**src/rtl/cpu_ctrl_pkg.sv**
```systemverilog
// cpu_ctrl_pkg
// Shared types for the Nandgame CPU run controller:
//   ctrl_state_t     - controller state, also exported on state_o
//   ctrl_req_t       - a single button request after priority resolution
//   resolve_request  - picks one request when several arrive together
//                      (restart > halt > step > run)
package cpu_ctrl_pkg;

  typedef enum logic [1:0] {
    RESET_HOLD = 2'd0,
    HALT       = 2'd1,
    RUN        = 2'd2,
    STEP       = 2'd3
  } ctrl_state_t;

  // A higher encoding means a higher priority.
  typedef enum logic [2:0] {
    REQ_NONE    = 3'd0,
    REQ_RUN     = 3'd1,
    REQ_STEP    = 3'd2,
    REQ_HALT    = 3'd3,
    REQ_RESTART = 3'd4
  } ctrl_req_t;

  // Only the winning request survives. Any lower-priority request arriving
  // in the same cycle is lost rather than queued.
  function automatic ctrl_req_t resolve_request(input logic restart,
                                                input logic halt,
                                                input logic step,
                                                input logic run);
    ctrl_req_t req;
    req = REQ_NONE;
    if (restart)   req = REQ_RESTART;
    else if (halt) req = REQ_HALT;
    else if (step) req = REQ_STEP;
    else if (run)  req = REQ_RUN;
    return req;
  endfunction

endpackage

```
**src/rtl/cpu_run_controller_btn_edge.sv**
```systemverilog
// btn_edge
// Synchronises a raw board button into the clk domain and emits a single
// one-cycle pulse for each rising edge. The pulse is registered, so it
// appears three clk edges after the raw edge. Holding the button produces
// only one pulse.
// Ports:
//   clk           system clock
//   n_sync_reset  synchronous active-low reset
//   btn_i         raw, asynchronous button level
//   pulse_o       registered one-cycle request pulse
module btn_edge (
  input  logic clk,
  input  logic n_sync_reset,
  input  logic btn_i,
  output logic pulse_o
);

  logic sync_q1;
  logic sync_q2;
  logic level_q;

  // sync_q1/sync_q2 form the metastability chain. level_q remembers the
  // previous synchronised level so that only a 0->1 change fires a pulse.
  always_ff @(posedge clk) begin
    if (!n_sync_reset) begin
      sync_q1 <= 1'b0;
      sync_q2 <= 1'b0;
      level_q <= 1'b0;
      pulse_o <= 1'b0;
    end else begin
      sync_q1 <= btn_i;
      sync_q2 <= sync_q1;
      level_q <= sync_q2;
      pulse_o <= sync_q2 & ~level_q;
    end
  end

endmodule

```
**src/rtl/cpu_run_controller.sv**
```systemverilog
// cpu_run_controller
// Sequences the Nandgame CPU core: produces the core clock enable and the
// core PC reset, and implements HALT / RUN / STEP / RESTART from the board
// buttons, a divided run rate, and a single PC breakpoint.
// Parameters:
//   RESET_CYCLES  cycles cpu_reset_o is held on entry to RESET_HOLD (>=1)
//   RATE_DIV      RUN issues one ce slot every RATE_DIV cycles (>=1)
//   AUTO_RUN      1: RESET_HOLD -> RUN, 0: RESET_HOLD -> HALT
// Ports:
//   clk, n_sync_reset        clock and synchronous active-low reset
//   run/step/halt/restart_btn_i  raw buttons, rising edge = request
//   pc_i                     current core PC
//   bp_en_i, bp_addr_i       breakpoint enable and address
//   cpu_ce_o                 core clock enable (registered)
//   cpu_reset_o              core pc_reset, active-high (registered)
//   state_o                  ctrl_state_t encoding
//   bp_hit_o                 sticky breakpoint-hit flag
//   step_count_o             number of non-reset ce pulses, wraps
module cpu_run_controller
  import cpu_ctrl_pkg::*;
#(
  parameter int RESET_CYCLES = 4,
  parameter int RATE_DIV     = 1000,
  parameter bit AUTO_RUN     = 1'b0
) (
  input  logic        clk,
  input  logic        n_sync_reset,
  input  logic        run_btn_i,
  input  logic        step_btn_i,
  input  logic        halt_btn_i,
  input  logic        restart_btn_i,
  input  logic [15:0] pc_i,
  input  logic        bp_en_i,
  input  logic [15:0] bp_addr_i,
  output logic        cpu_ce_o,
  output logic        cpu_reset_o,
  output logic [1:0]  state_o,
  output logic        bp_hit_o,
  output logic [15:0] step_count_o
);

  localparam int PS_W   = (RATE_DIV > 1) ? $clog2(RATE_DIV) : 1;
  localparam int HOLD_W = (RESET_CYCLES > 1) ? $clog2(RESET_CYCLES) : 1;
  localparam logic [PS_W-1:0]   PS_LAST   = PS_W'(RATE_DIV - 1);
  localparam logic [HOLD_W-1:0] HOLD_LAST = HOLD_W'(RESET_CYCLES - 1);

  ctrl_state_t       state;
  logic [HOLD_W-1:0] hold_cnt;
  logic [PS_W-1:0]   prescaler;
  logic              skip_bp;

  logic      run_req;
  logic      step_req;
  logic      halt_req;
  logic      restart_req;
  ctrl_req_t req;
  logic      bp_match;

  btn_edge u_run_edge (
    .clk          (clk),
    .n_sync_reset (n_sync_reset),
    .btn_i        (run_btn_i),
    .pulse_o      (run_req)
  );

  btn_edge u_step_edge (
    .clk          (clk),
    .n_sync_reset (n_sync_reset),
    .btn_i        (step_btn_i),
    .pulse_o      (step_req)
  );

  btn_edge u_halt_edge (
    .clk          (clk),
    .n_sync_reset (n_sync_reset),
    .btn_i        (halt_btn_i),
    .pulse_o      (halt_req)
  );

  btn_edge u_restart_edge (
    .clk          (clk),
    .n_sync_reset (n_sync_reset),
    .btn_i        (restart_btn_i),
    .pulse_o      (restart_req)
  );

  assign req = resolve_request(restart_req, halt_req, step_req, run_req);

  // skip_bp lets the instruction sitting on the breakpoint execute once
  // after the user resumes, otherwise RUN would stop again immediately.
  assign bp_match = bp_en_i && (pc_i == bp_addr_i) && !skip_bp;

  assign state_o = state;

  // A restart request behaves exactly like the hardware reset. Both put the
  // core back into a fresh hold period and clear the counters.
  always_ff @(posedge clk) begin
    if (!n_sync_reset || (req == REQ_RESTART)) begin
      state        <= RESET_HOLD;
      hold_cnt     <= '0;
      cpu_reset_o  <= 1'b1;
      cpu_ce_o     <= 1'b1;
      bp_hit_o     <= 1'b0;
      step_count_o <= '0;
      prescaler    <= '0;
      skip_bp      <= 1'b0;
    end else begin
      case (state)
        RESET_HOLD: begin
          if (hold_cnt == HOLD_LAST) begin
            cpu_reset_o <= 1'b0;
            cpu_ce_o    <= 1'b0;
            prescaler   <= '0;
            state       <= AUTO_RUN ? RUN : HALT;
          end else begin
            hold_cnt <= hold_cnt + 1'b1;
          end
        end

        HALT: begin
          cpu_ce_o  <= 1'b0;
          prescaler <= '0;
          if (req == REQ_STEP) begin
            state        <= STEP;
            skip_bp      <= 1'b1;
            bp_hit_o     <= 1'b0;
            cpu_ce_o     <= 1'b1;
            step_count_o <= step_count_o + 16'd1;
          end else if (req == REQ_RUN) begin
            state    <= RUN;
            skip_bp  <= 1'b1;
            bp_hit_o <= 1'b0;
          end
        end

        // The single ce cycle was issued on entry, so STEP only drops it.
        STEP: begin
          cpu_ce_o <= 1'b0;
          state    <= HALT;
        end

        RUN: begin
          if (req == REQ_HALT) begin
            // A ce slot that coincides with the halt request is dropped.
            state     <= HALT;
            cpu_ce_o  <= 1'b0;
            prescaler <= '0;
          end else if (prescaler == PS_LAST) begin
            prescaler <= '0;
            if (bp_match) begin
              cpu_ce_o <= 1'b0;
              bp_hit_o <= 1'b1;
              state    <= HALT;
            end else begin
              cpu_ce_o     <= 1'b1;
              step_count_o <= step_count_o + 16'd1;
              skip_bp      <= 1'b0;
            end
          end else begin
            prescaler <= prescaler + 1'b1;
            cpu_ce_o  <= 1'b0;
          end
        end

        default: begin
          state    <= HALT;
          cpu_ce_o <= 1'b0;
        end
      endcase
    end
  end

endmodule

```
**config.mk**
```make
export PLATFORM = sky130hd
export DESIGN_NAME = cpu_run_controller
export DESIGN_NICKNAME = d
export VERILOG_FILES = /design/src/rtl/cpu_ctrl_pkg.sv /design/src/rtl/cpu_run_controller_btn_edge.sv /design/src/rtl/cpu_run_controller.sv
export SDC_FILE = /design/constraint.sdc
export NUM_CORES = 1
export LEC_CHECK = 0
export ABC_AREA = 1
export CORE_ASPECT_RATIO = 1.4
export CORE_MARGIN = 2
export CORE_UTILIZATION = 46
export DETAILED_ROUTE_END_ITERATION = 8
export PLACE_DENSITY = 0.82
export RECOVER_POWER = 25
export SYNTH_ARGS = -nofsm -noshare
export SYNTH_HDL_FRONTEND = slang
export SYNTH_SLANG_ARGS = --single-unit
```
**constraint.sdc**
```tcl
create_clock -name clk -period 1.9 [get_ports clk]
set_clock_uncertainty 0.2 [all_clocks]
set_input_delay 0.19 -clock clk [delete_from_list [all_inputs] [get_ports clk]]
set_output_delay 0.19 -clock clk [all_outputs]
set_load 0.01 [all_outputs]
```
==> metrics.md, run 1 <==
| Metric | Value |
|---|---|
| Outcome | `completed` |
| TritonCTS Buffers | `5` |
| Crit. End Element | `flop` |
| Rows | `34` |
| Max cap viols | `0` |
| Crit path buf inv count | `2` |
| FF-to-FF setup slack | `0.01 ns` |
| P&R area growth vs syn | `41.7%` |
| Syn avg cell area | `6.92 um^2` |
| Slew Limit Fails | `0` |
| Highest metal used | `met4` |
| Worst vdd ir | `0.623 mV` |
| Commonest cells in the netlist | `113 x nand2_1, 64 x inv_1, 56 x nor2_1` |
| Post-layout minimum cycle time | `1.89 ns` |
| Clock buffer depth | `2` |
| Final hold violation count | `0` |
| Metal2 WL | `4280 um` |
| Crit-path cells | `ha_4 -> nand2_4 -> inv_2 -> nand4_1 -> nand2_2 -> nand3_4 -> nor2_8 -> buf_8 -> nand3_2 -> a21oi_1` |
| CTS HTree Levels | `2` |
| Slowest-stage cell, CP | `dfxtp_2` |
| Die area | `0.00693 mm^2` |
| Synth top area share | `34.7%` |
| Clock Sinks | `50` |
| Reg-to-Reg Start | `prescaler[1]$_SDFFE_PP0P_` |
| Area leader, netlist | `dfxtp_1` |
| Post-Place Cells | `578` |
| Die H | `97.7 um` |
| Post-synthesis sequential area ratio | `34.7%` |
| Worst hold path depth | `1` |
| Prevailing post-synth register cell | `dfxtp_1` |
| Lkg Pwr | `1.88 nW` |
| Remaining antenna violation count | `0` |
| Mapped Cells | `417` |
| Total core area | `0.00613 mm^2` |
| Final Net Count | `565` |
| TritonCTS clock tree | `yes` |
| Slew HR | `70.4%` |
| Global Route Usage Sum | `20.7%` |
| RSZ-0062 raised after global routing | `true` |
| Vias in the first global route | `2848` |
| Hold/Removal Path Class | `flop to flop` |
| Residual DRC | `0` |
| CTS Hold Buffers Added | `0` |
| Share of layout cells above drive strength 1 | `20.9%` |
| Mapped Area | `0.00289 mm^2` |
| Setup violators final | `0` |
| Design Area, Final | `0.00409 mm^2` |
| Top Ports | `60` |
| Initial core utilization | `47.1%` |
| Starting DRT DRC Count | `161` |
| Synth Warn # | `0` |
| Worst skew pair latency | `0.31 ns` |
| IO buf count | `59` |
| R2r endpoint | `step_count_o[13]$_SDFFE_PP0P_` |
| WL met3 | `194 um` |
| Post-synth EDFFs | `0` |
| FF+latch area | `0.00100 mm^2` |
| Initial antenna violation count | `0` |
| Final wirelength | `7480 um` |
| Worst EP arrival | `1.93 ns` |
| WL met1 | `2740 um` |
| DP HPWL | `5530 um` |
| Finished Layout Cells | `593` |
| Worst Path Required | `1.95 ns` |
| Tcrit/Tclk final | `99.3%` |
| Number of fill cells | `496` |
| Worst path max stage delay | `0.37 ns` |
| Pin count of the biggest net entering global routing | `18` |
| Detailed-route vias per instance | `4.95` |
| PD cells | `874 mW/mm^2` |
| Chip Width | `70.9 um` |
| Syn nets | `462` |
| Setup CP Type | `flop to flop` |
| Highest fanout seen on the critical path | `8` |
| Startpoint types | `flop` |
| Layout Utilization | `66.7%` |
| Synth top area cells | `dfxtp_1 35%, nand2_1 15%, inv_1 8.3%` |
| Synth Register Bits | `50` |
| Total gr overflow | `0` |
| DR pass1 iterations | `4` |
| Avg WL per Cell | `12.6 um` |
| CP delay by family, top | `simple AND/OR/NAND/NOR gates` |
| Reg clk slew, reported paths | `0.09 ns` |
| Cell area after placement | `0.00379 mm^2` |
| Distinct cells, synth | `32` |
| Count leader, synth | `nand2_1` |
| RD Place Congestion | `0.925` |
| Crit path from | `prescaler[1]$_SDFFE_PP0P_` |
| Crit path to | `step_count_o[13]$_SDFFE_PP0P_` |
| Ant. Diodes | `0` |
| Crit. path cell count | `10` |
| Fmax | `530 MHz` |
| Worst-Margin Slew | `0.444 ns` |
| Via count | `2936` |
| Global-route wire length before repair | `11800 um` |
| Reg2reg path depth | `10` |
| Multi-input gate area | `0.00171 mm^2` |
| Asr flop ratio synth | `0%` |
| Root buf cell | `clkbuf_8` |
-- placed cells by master, fill, tap and decap left out, types with 2 or more instances in the layout --
cell type        count
nand2_1            111
clkinv_1             2
nor2_4               2
nand3b_1             2
ha_4                 2
or2_2                2
xor2_1              11
dfxtp_2              3
xnor2_1              9
dfxtp_1             47
nand3_4              5
ha_1                 3
inv_6                2
nor2_1              52
nor2_2               5
clkdlybuf4s50_1     58
clkbuf_8             5
buf_4               39
a21oi_1             10
o21ai_0              3
nand2_2             13
a21oi_4              2
a21oi_2             11
nand3_2              7
and3_1               2
nand3_1             23
nand4_1              6
inv_1               63
nor3b_1              2
nor3_1               5
-- report_power, final --
group | total [mW] | switching [mW] | internal, mW
clock network | 0.775 | 0.373 | 0.402
registers | 1.21 | 0.0636 | 1.15
logic | 1.59 | 0.877 | 0.712
total | 3.57 | 1.31 | 2.26
-- what timing repair did --
action / 4_1_cts / 5_1_grt
cloned: 0 / 1
resized for setup: 8 / 23
pin swaps: 9 / 21
buffers inserted: 3 / 3
setup endpoints to repair: 18 / 30
endpoints found under the hold margin: 0 / 0
-- worst register-to-register path, cell delays in order (launching register included) --
cell	delay [ns]
dfxtp_2	0.37
ha_4	0.16
nand2_4	0.05
inv_2	0.04
nand4_1	0.15
nand2_2	0.16
nand3_4	0.10
nor2_8	0.19
buf_8	0.17
nand3_2	0.08
a21oi_1	0.14
-- metal layers --
metal	vias to the layer above	global-route usage, %
met5	-	0
met4	0	10.0
met3	26	3.22
met2	65	41.3
met1	1352	19.8
li1	1493	-
-- worst min-delay path by stage --
| stage | to | start |
|---|---|---|
| 3_5_place_dp | u_step_edge.pulse_o$_SDFF_PN0_ | u_step_edge.level_q$_SDFF_PN0_ |
| 5_1_grt | u_restart_edge.pulse_o$_SDFF_PN0_ | u_restart_edge.level_q$_SDFF_PN0_ |
| 3_3_place_gp | u_step_edge.pulse_o$_SDFF_PN0_ | u_step_edge.level_q$_SDFF_PN0_ |
| 2_1_floorplan | u_halt_edge.sync_q1$_SDFF_PN0_ | halt_btn_i |
| 6_report | u_halt_edge.pulse_o$_SDFF_PN0_ | u_halt_edge.level_q$_SDFF_PN0_ |
| 4_1_cts | u_step_edge.pulse_o$_SDFF_PN0_ | u_step_edge.level_q$_SDFF_PN0_ |
-- cell type report --
type / count / area share, %
clock buffer: 5 / 1.68
clock inverter: 3 / 1.16
inverter: 66 / 6.06
multi-input combinational: 296 / 41.8
sequential: 50 / 24.6
tap: 72 / 2.20
timing repair buffer: 101 / 22.6
-- state kept, by name, summed over array words and instances (netlist names), 2 cells and up --
signal and count:
step_count_o 16, prescaler 10, hold_cnt 2, state_o 2
-- per-stage QoR --
stage	setup slack, ns	hold WS, ns	setup TNS [ns]	total power [mW]
2_1_floorplan	0.00810	0.0876	0	2.08
3_3_place_gp	-0.0675	0.172	-1.08	2.48
3_5_place_dp	-0.156	0.180	-2.49	2.54
4_1_cts	0.00148	0.194	0	3.41
5_1_grt	-0.0345	0.204	-0.199	3.76
6_report	0.0142	0.191	0	3.57
-- cell families after synthesis --
family,share of synthesized area [%]
AOI/OAI and AO/OA,6.50
xor gates and xnor gates,6.07
adders and majority gates,2.60
buffers and inverters,10.6
DFF,34.7
and+or+nand+nor,39.5
Power figures use the tool's default switching activity.
==> inputs of run 2 (changes only) <==
--- a/config.mk
+++ b/config.mk
@@ -12,6 +12,7 @@
 export DETAILED_ROUTE_END_ITERATION = 8
 export PLACE_DENSITY = 0.82
 export RECOVER_POWER = 25
+export SKIP_LAST_GASP = 1
 export SYNTH_ARGS = -nofsm -noshare
 export SYNTH_HDL_FRONTEND = slang
 export SYNTH_SLANG_ARGS = --single-unit
==> run 2 against run 1 <==
  * Combinational power decreased by 3%
  * Critical path type unchanged
  * Non-clock buffer count is the same
  * Largest power group unchanged
  * Total power decreased by 1.4%
  * Largest cell class unchanged
==> metrics.md, run 2 (synthesized netlist as in run 1, its figures left out) <==
| Metric | Value |
|---|---|
| Die area | `0.00693 mm^2` |
| CTS Hold Buffers Added | `0` |
| Initial core utilization | `47.1%` |
| Clock Sinks | `50` |
| IO buf count | `59` |
| Tcrit/Tclk final | `99.0%` |
| Multi-input gate area | `0.00170 mm^2` |
| DR pass1 iterations | `4` |
| Fmax | `532 MHz` |
| Post-layout minimum cycle time | `1.88 ns` |
| TritonCTS Buffers | `5` |
| Highest fanout seen on the critical path | `8` |
| Regs by FF count | `step_count_o x16, prescaler x10` |
| Layout Utilization | `66.5%` |
| CP delay by family, top | `simple AND/OR/NAND/NOR gates` |
| Most frequent cells in the layout | `111 x nand2_1, 63 x inv_1, 58 x clkdlybuf4s50_1` |
| Final hold violation count | `0` |
| Detailed-route vias per instance | `4.93` |
| Worst Path Required | `1.94 ns` |
| Lkg Pwr | `1.88 nW` |
| Setup CP Type | `flop to flop` |
| P&R area growth vs syn | `41.3%` |
| TritonCTS clock tree | `yes` |
| Slew HR | `70.3%` |
| Number of fill cells | `502` |
| Pin count of the biggest net entering global routing | `18` |
| Worst-Margin Slew | `0.445 ns` |
| CTS HTree Levels | `2` |
| Via count | `2926` |
| Remaining antenna violation count | `0` |
| Crit path to | `step_count_o[13]$_SDFFE_PP0P_` |
| Slack of the critical path | `0.0199 ns` |
| Avg WL per Cell | `12.3 um` |
| Total core area | `0.00613 mm^2` |
| Commonest non-fill, non-tap cell in the layout | `nand2_1` |
| Crit. End Element | `flop` |
| Clock buffer depth | `2` |
| Number of flip-flops under the largest register name | `16` |
| Total gr overflow | `0` |
| Fin Hold WS | `0.191 ns` |
| Worst skew pair latency | `0.31 ns` |
| Root buf cell | `clkbuf_8` |
| PD cells | `864 mW/mm^2` |
| Residual DRC | `0` |
| Crit-path cells | `ha_4 -> nand2_4 -> inv_2 -> nand4_1 -> nand2_2 -> nand3_4 -> nor2_8 -> buf_8 -> nand3_2 -> a21oi_1` |
| Chip Width | `70.9 um` |
| Outcome | `completed` |
| R2r endpoint | `step_count_o[13]$_SDFFE_PP0P_` |
| Startpoint types | `flop` |
| Finished Layout Cells | `593` |
| Crit path buf inv count | `2` |
| Share of layout cells above drive strength 1 | `20.7%` |
| FF+latch area | `0.00100 mm^2` |
| Most flops, register | `step_count_o` |
| Ant. Diodes | `0` |
| Die H | `97.7 um` |
| RSZ-0062 raised after global routing | `true` |
| Vias in the first global route | `2848` |
| Slew Limit Fails | `0` |
| Max cap viols | `0` |
| Global-route wire length before repair | `11800 um` |
| RD Place Congestion | `0.925` |
| FF-to-FF setup slack | `0.02 ns` |
| Slowest-stage cell, CP | `dfxtp_2` |
| Final Net Count | `565` |
| Reg-to-Reg Start | `prescaler[1]$_SDFFE_PP0P_` |
| Worst vdd ir | `0.617 mV` |
| Dpl ws | `-0.156 ns` |
| Reg clk slew, reported paths | `0.10 ns` |
| Crit path from | `prescaler[1]$_SDFFE_PP0P_` |
| DP HPWL | `5530 um` |
| Crit. path cell count | `10` |
| Initial antenna violation count | `0` |
| Post-Place Cells | `578` |
| Hold/Removal Path Class | `flop to flop` |
| Final wirelength | `7270 um` |
| Worst EP arrival | `1.92 ns` |
| Rows | `34` |
| Setup violators final | `0` |
| Global Route Usage Sum | `20.7%` |
| Starting DRT DRC Count | `161` |
| Reg2reg path depth | `10` |
| Top Ports | `60` |
| Worst path max stage delay | `0.37 ns` |
[run 2: cell counts in the layout (fill, tap and decap cells not counted)]
No cell type changed its count.
[run 2: power by group]
group,switching [mW],internal (mW)
combinational,0.844,0.692
sequential,0.0631,1.15
clock,0.374,0.402
[run 2: area by class of cell]
| type | count | area share [%] |
|---|---|---|
| multi-input cells | 296 | 41.6 |
| flip-flops and latches | 50 | 24.6 |
| repair buffers | 101 | 22.6 |
| inverters | 66 | 6.08 |
| well taps | 72 | 2.21 |
| clock buffers | 5 | 1.69 |
| clock inverters | 3 | 1.17 |
[run 2: worst min-delay path by stage]
stage	start	end	slack (ns)	cells after the start
floorplan	halt_btn_i	u_halt_edge.sync_q1$_SDFF_PN0_	0.09	2
global placement	u_step_edge.level_q$_SDFF_PN0_	u_step_edge.pulse_o$_SDFF_PN0_	0.17	1
detailed placement	u_step_edge.level_q$_SDFF_PN0_	u_step_edge.pulse_o$_SDFF_PN0_	0.18	1
CTS	u_step_edge.level_q$_SDFF_PN0_	u_step_edge.pulse_o$_SDFF_PN0_	0.19	1
global route	u_restart_edge.level_q$_SDFF_PN0_	u_restart_edge.pulse_o$_SDFF_PN0_	0.20	1
finish	u_halt_edge.level_q$_SDFF_PN0_	u_halt_edge.pulse_o$_SDFF_PN0_	0.19	1
[run 2: per-layer routing]
metal	wire length, um	global-route usage (%)	share of wire, %	up-vias
met4	223	10.0	3.1	0
met1	2620	19.8	36	1349
met2	4220	41.3	58	62
met5	0	0	0	-
met3	205	3.22	2.8	22
li1	-	-	-	1493
[run 2: metrics by stage]
| step | TNS (ns) | area (um^2) | power [mW] |
|---|---|---|---|
| 6_report | 0 | 4080 | 3.52 |
| 5_1_grt | -0.194 | 4080 | 3.71 |
| 4_1_cts | -0.0143 | 3960 | 3.41 |
| 3_5_place_dp | -2.49 | 3790 | 2.54 |
| 3_3_place_gp | -1.08 | 3790 | 2.48 |
| 2_1_floorplan | 0 | 2890 | 2.08 |
[run 2: what timing repair did]
item	CTS	global route
endpoints found under the hold margin	0	0
setup buffers	3	3
endpoints found under the setup margin	18	30
cloned	0	1
resized for setup	8	22
pin swaps	8	21
==> inputs of run 3 (changes only) <==
--- a/config.mk
+++ b/config.mk
@@ -7,7 +7,7 @@
 export LEC_CHECK = 0
 export ABC_AREA = 1
 export CORE_ASPECT_RATIO = 1.4
-export CORE_MARGIN = 2
+export CORE_MARGIN = 8
 export CORE_UTILIZATION = 46
 export DETAILED_ROUTE_END_ITERATION = 8
 export PLACE_DENSITY = 0.82
==> run 3 against run 2 <==
  * Flip-flop and latch count stayed put
  * Clock power is 23% lower
  * Highest routed layer unchanged
  * Via count down 1.9%
  * Die area increased by 31%
  * Cell area down 1.7%
==> metrics.md, run 3 (synthesized netlist as in run 1, its figures left out) <==
| Metric | Value |
|---|---|
| Outcome | `completed` |
| RSZ-0062 raised after global routing | `true` |
| Initial core utilization | `47.1%` |
| Chip Width | `82.9 um` |
| DR pass1 iterations | `4` |
| Clock buffer depth | `2` |
| Regs by FF count | `step_count_o x16, prescaler x10` |
| Die area | `0.00910 mm^2` |
| Hold/Removal Path Class | `flop to flop` |
| Share of layout cells above drive strength 1 | `20.0%` |
| Worst EP arrival | `1.92 ns` |
| DP HPWL | `5640 um` |
| Slew HR | `70.2%` |
| Residual DRC | `0` |
| RD Place Congestion | `0.934` |
| Global Route Usage Sum | `15.2%` |
| Setup TNS | `0 ns` |
| Final wirelength | `7280 um` |
| Final hold violation count | `0` |
| Fin Hold WS | `0.186 ns` |
| Clock Sinks | `50` |
| Worst skew pair latency | `0.31 ns` |
| Remaining antenna violation count | `0` |
| Finished Layout Cells | `592` |
| Final Net Count | `565` |
| Starting DRT DRC Count | `126` |
| Rows | `34` |
| Most flops, register | `step_count_o` |
| Number of flip-flops under the largest register name | `16` |
| TritonCTS clock tree | `yes` |
| Crit. End Element | `flop` |
| FF+latch area | `0.00100 mm^2` |
| Layout Utilization | `65.4%` |
| Global-route wire length before repair | `11700 um` |
| Total gr overflow | `0` |
| Dpl ws | `-0.197 ns` |
| Worst hold path depth | `1` |
| IO buf count | `59` |
| Avg WL per Cell | `12.3 um` |
| Reg clk slew, reported paths | `0.08 ns` |
| Root buf cell | `clkbuf_8` |
| Worst-Margin Slew | `0.447 ns` |
| TritonCTS Buffers | `5` |
| Slew Limit Fails | `0` |
| Multi-input gate area | `0.00166 mm^2` |
| Post-layout minimum cycle time | `1.87 ns` |
| Max cap viols | `0` |
| Post-Place Cells | `577` |
| Initial antenna violation count | `0` |
| Min-delay src | `u_restart_edge.level_q$_SDFF_PN0_` |
| Tcrit/Tclk final | `98.5%` |
| Via count | `2869` |
| Reg-to-Reg Start | `state_o[0]$_SDFFE_PP0P_` |
| FF-to-FF setup slack | `0.03 ns` |
| Top Ports | `60` |
| Reg2reg path depth | `8` |
| Vias in the first global route | `2818` |
| Slack of the critical path | `0.0292 ns` |
| R2r endpoint | `prescaler[7]$_SDFFE_PP0P_` |
| Most frequent cells in the layout | `111 x nand2_1, 63 x inv_1, 59 x clkdlybuf4s50_1` |
| Lkg Pwr | `1.87 nW` |
| Cell area after placement | `0.00377 mm^2` |
| Hold Path End | `u_restart_edge.pulse_o$_SDFF_PN0_` |
| Total core area | `0.00613 mm^2` |
| Worst vdd ir | `0.679 mV` |
| Setup CP Type | `flop to flop` |
| Detailed-route vias per instance | `4.85` |
| Worst Path Required | `1.95 ns` |
| Highest fanout seen on the critical path | `8` |
| PD cells | `823 mW/mm^2` |
| Startpoint types | `flop` |
| Setup violators final | `0` |
| Fmax | `535 MHz` |
| Ant. Diodes | `0` |
| Total Power | `3.30 mW` |
| CTS HTree Levels | `2` |
| Pin count of the biggest net entering global routing | `17` |
| Design Area, Final | `0.00401 mm^2` |
| Number of fill cells | `519` |
| Die H | `110 um` |
| Commonest non-fill, non-tap cell in the layout | `nand2_1` |
| P&R area growth vs syn | `38.8%` |
## run 3: cell types whose count changed in the layout (fill, tap and decap cells not counted), sizes merged
cell	before	now
clkdlybuf4s50	58	59
clkinvlp	0	1
dlygate4sd3	1	0
bufinv	1	0
inv	66	64
nand2	126	125
buf	41	42
clkbuf	6	7
## run 3: layout make-up
class	instances	area share, %
multi-input cells	295	41.5
flip-flops and latches	50	25.1
well taps	72	2.25
repair buffers	102	23.0
clock buffers	6	1.81
inverters	66	6.19
clock inverters	1	0.187
## run 3: worst max-delay path by stage
stage                               from                            end  slack [ns]  cells after the start
5_1_grt        prescaler[0]$_SDFFE_PP0P_  step_count_o[12]$_SDFFE_PP0P_       -0.08                     10
2_1_floorplan    state_o[0]$_SDFFE_PP0P_      prescaler[8]$_SDFFE_PP0P_       0.008                      7
6_report         state_o[0]$_SDFFE_PP0P_      prescaler[7]$_SDFFE_PP0P_        0.03                      8
4_1_cts          state_o[0]$_SDFFE_PP0P_      prescaler[8]$_SDFFE_PP0P_       0.008                      7
3_5_place_dp                     pc_i[5]  step_count_o[11]$_SDFFE_PP0P_       -0.20                     11
3_3_place_gp                     pc_i[5]   step_count_o[1]$_SDFFE_PP0P_       -0.10                     11
## run 3: report_power, final
group          switching (mW)  internal [mW]
Clock                   0.345          0.253
Sequential             0.0687           1.14
Combinational           0.811          0.673
Total                    1.22           2.07
## run 3: worst max-delay path, cell delays in order, from the launching register on
cell and delay (ns):
dfxtp_1 0.34, inv_1 0.06, ha_1 0.34, a21oi_4 0.21, inv_1 0.10, o21ai_1 0.13, nand2_2 0.16, buf_4 0.18
nor2_1 0.08
## run 3: per-layer routing
metal  global-route usage, %  up-vias  share of wire, %
met4                    6.17        0               1.7
met2                    30.7       62                57
met5                       0        -                 0
met3                    3.78       13               4.7
li1                        -     1497                 -
met1                    14.1     1297                37
## run 3: what timing repair did
action / 4_1_cts / 5_1_grt
hold buffers: 0 / 0
pin swaps: 2 / 20
buffers inserted: 1 / 7
setup endpoints to repair: 15 / 27
resized for setup: 3 / 22
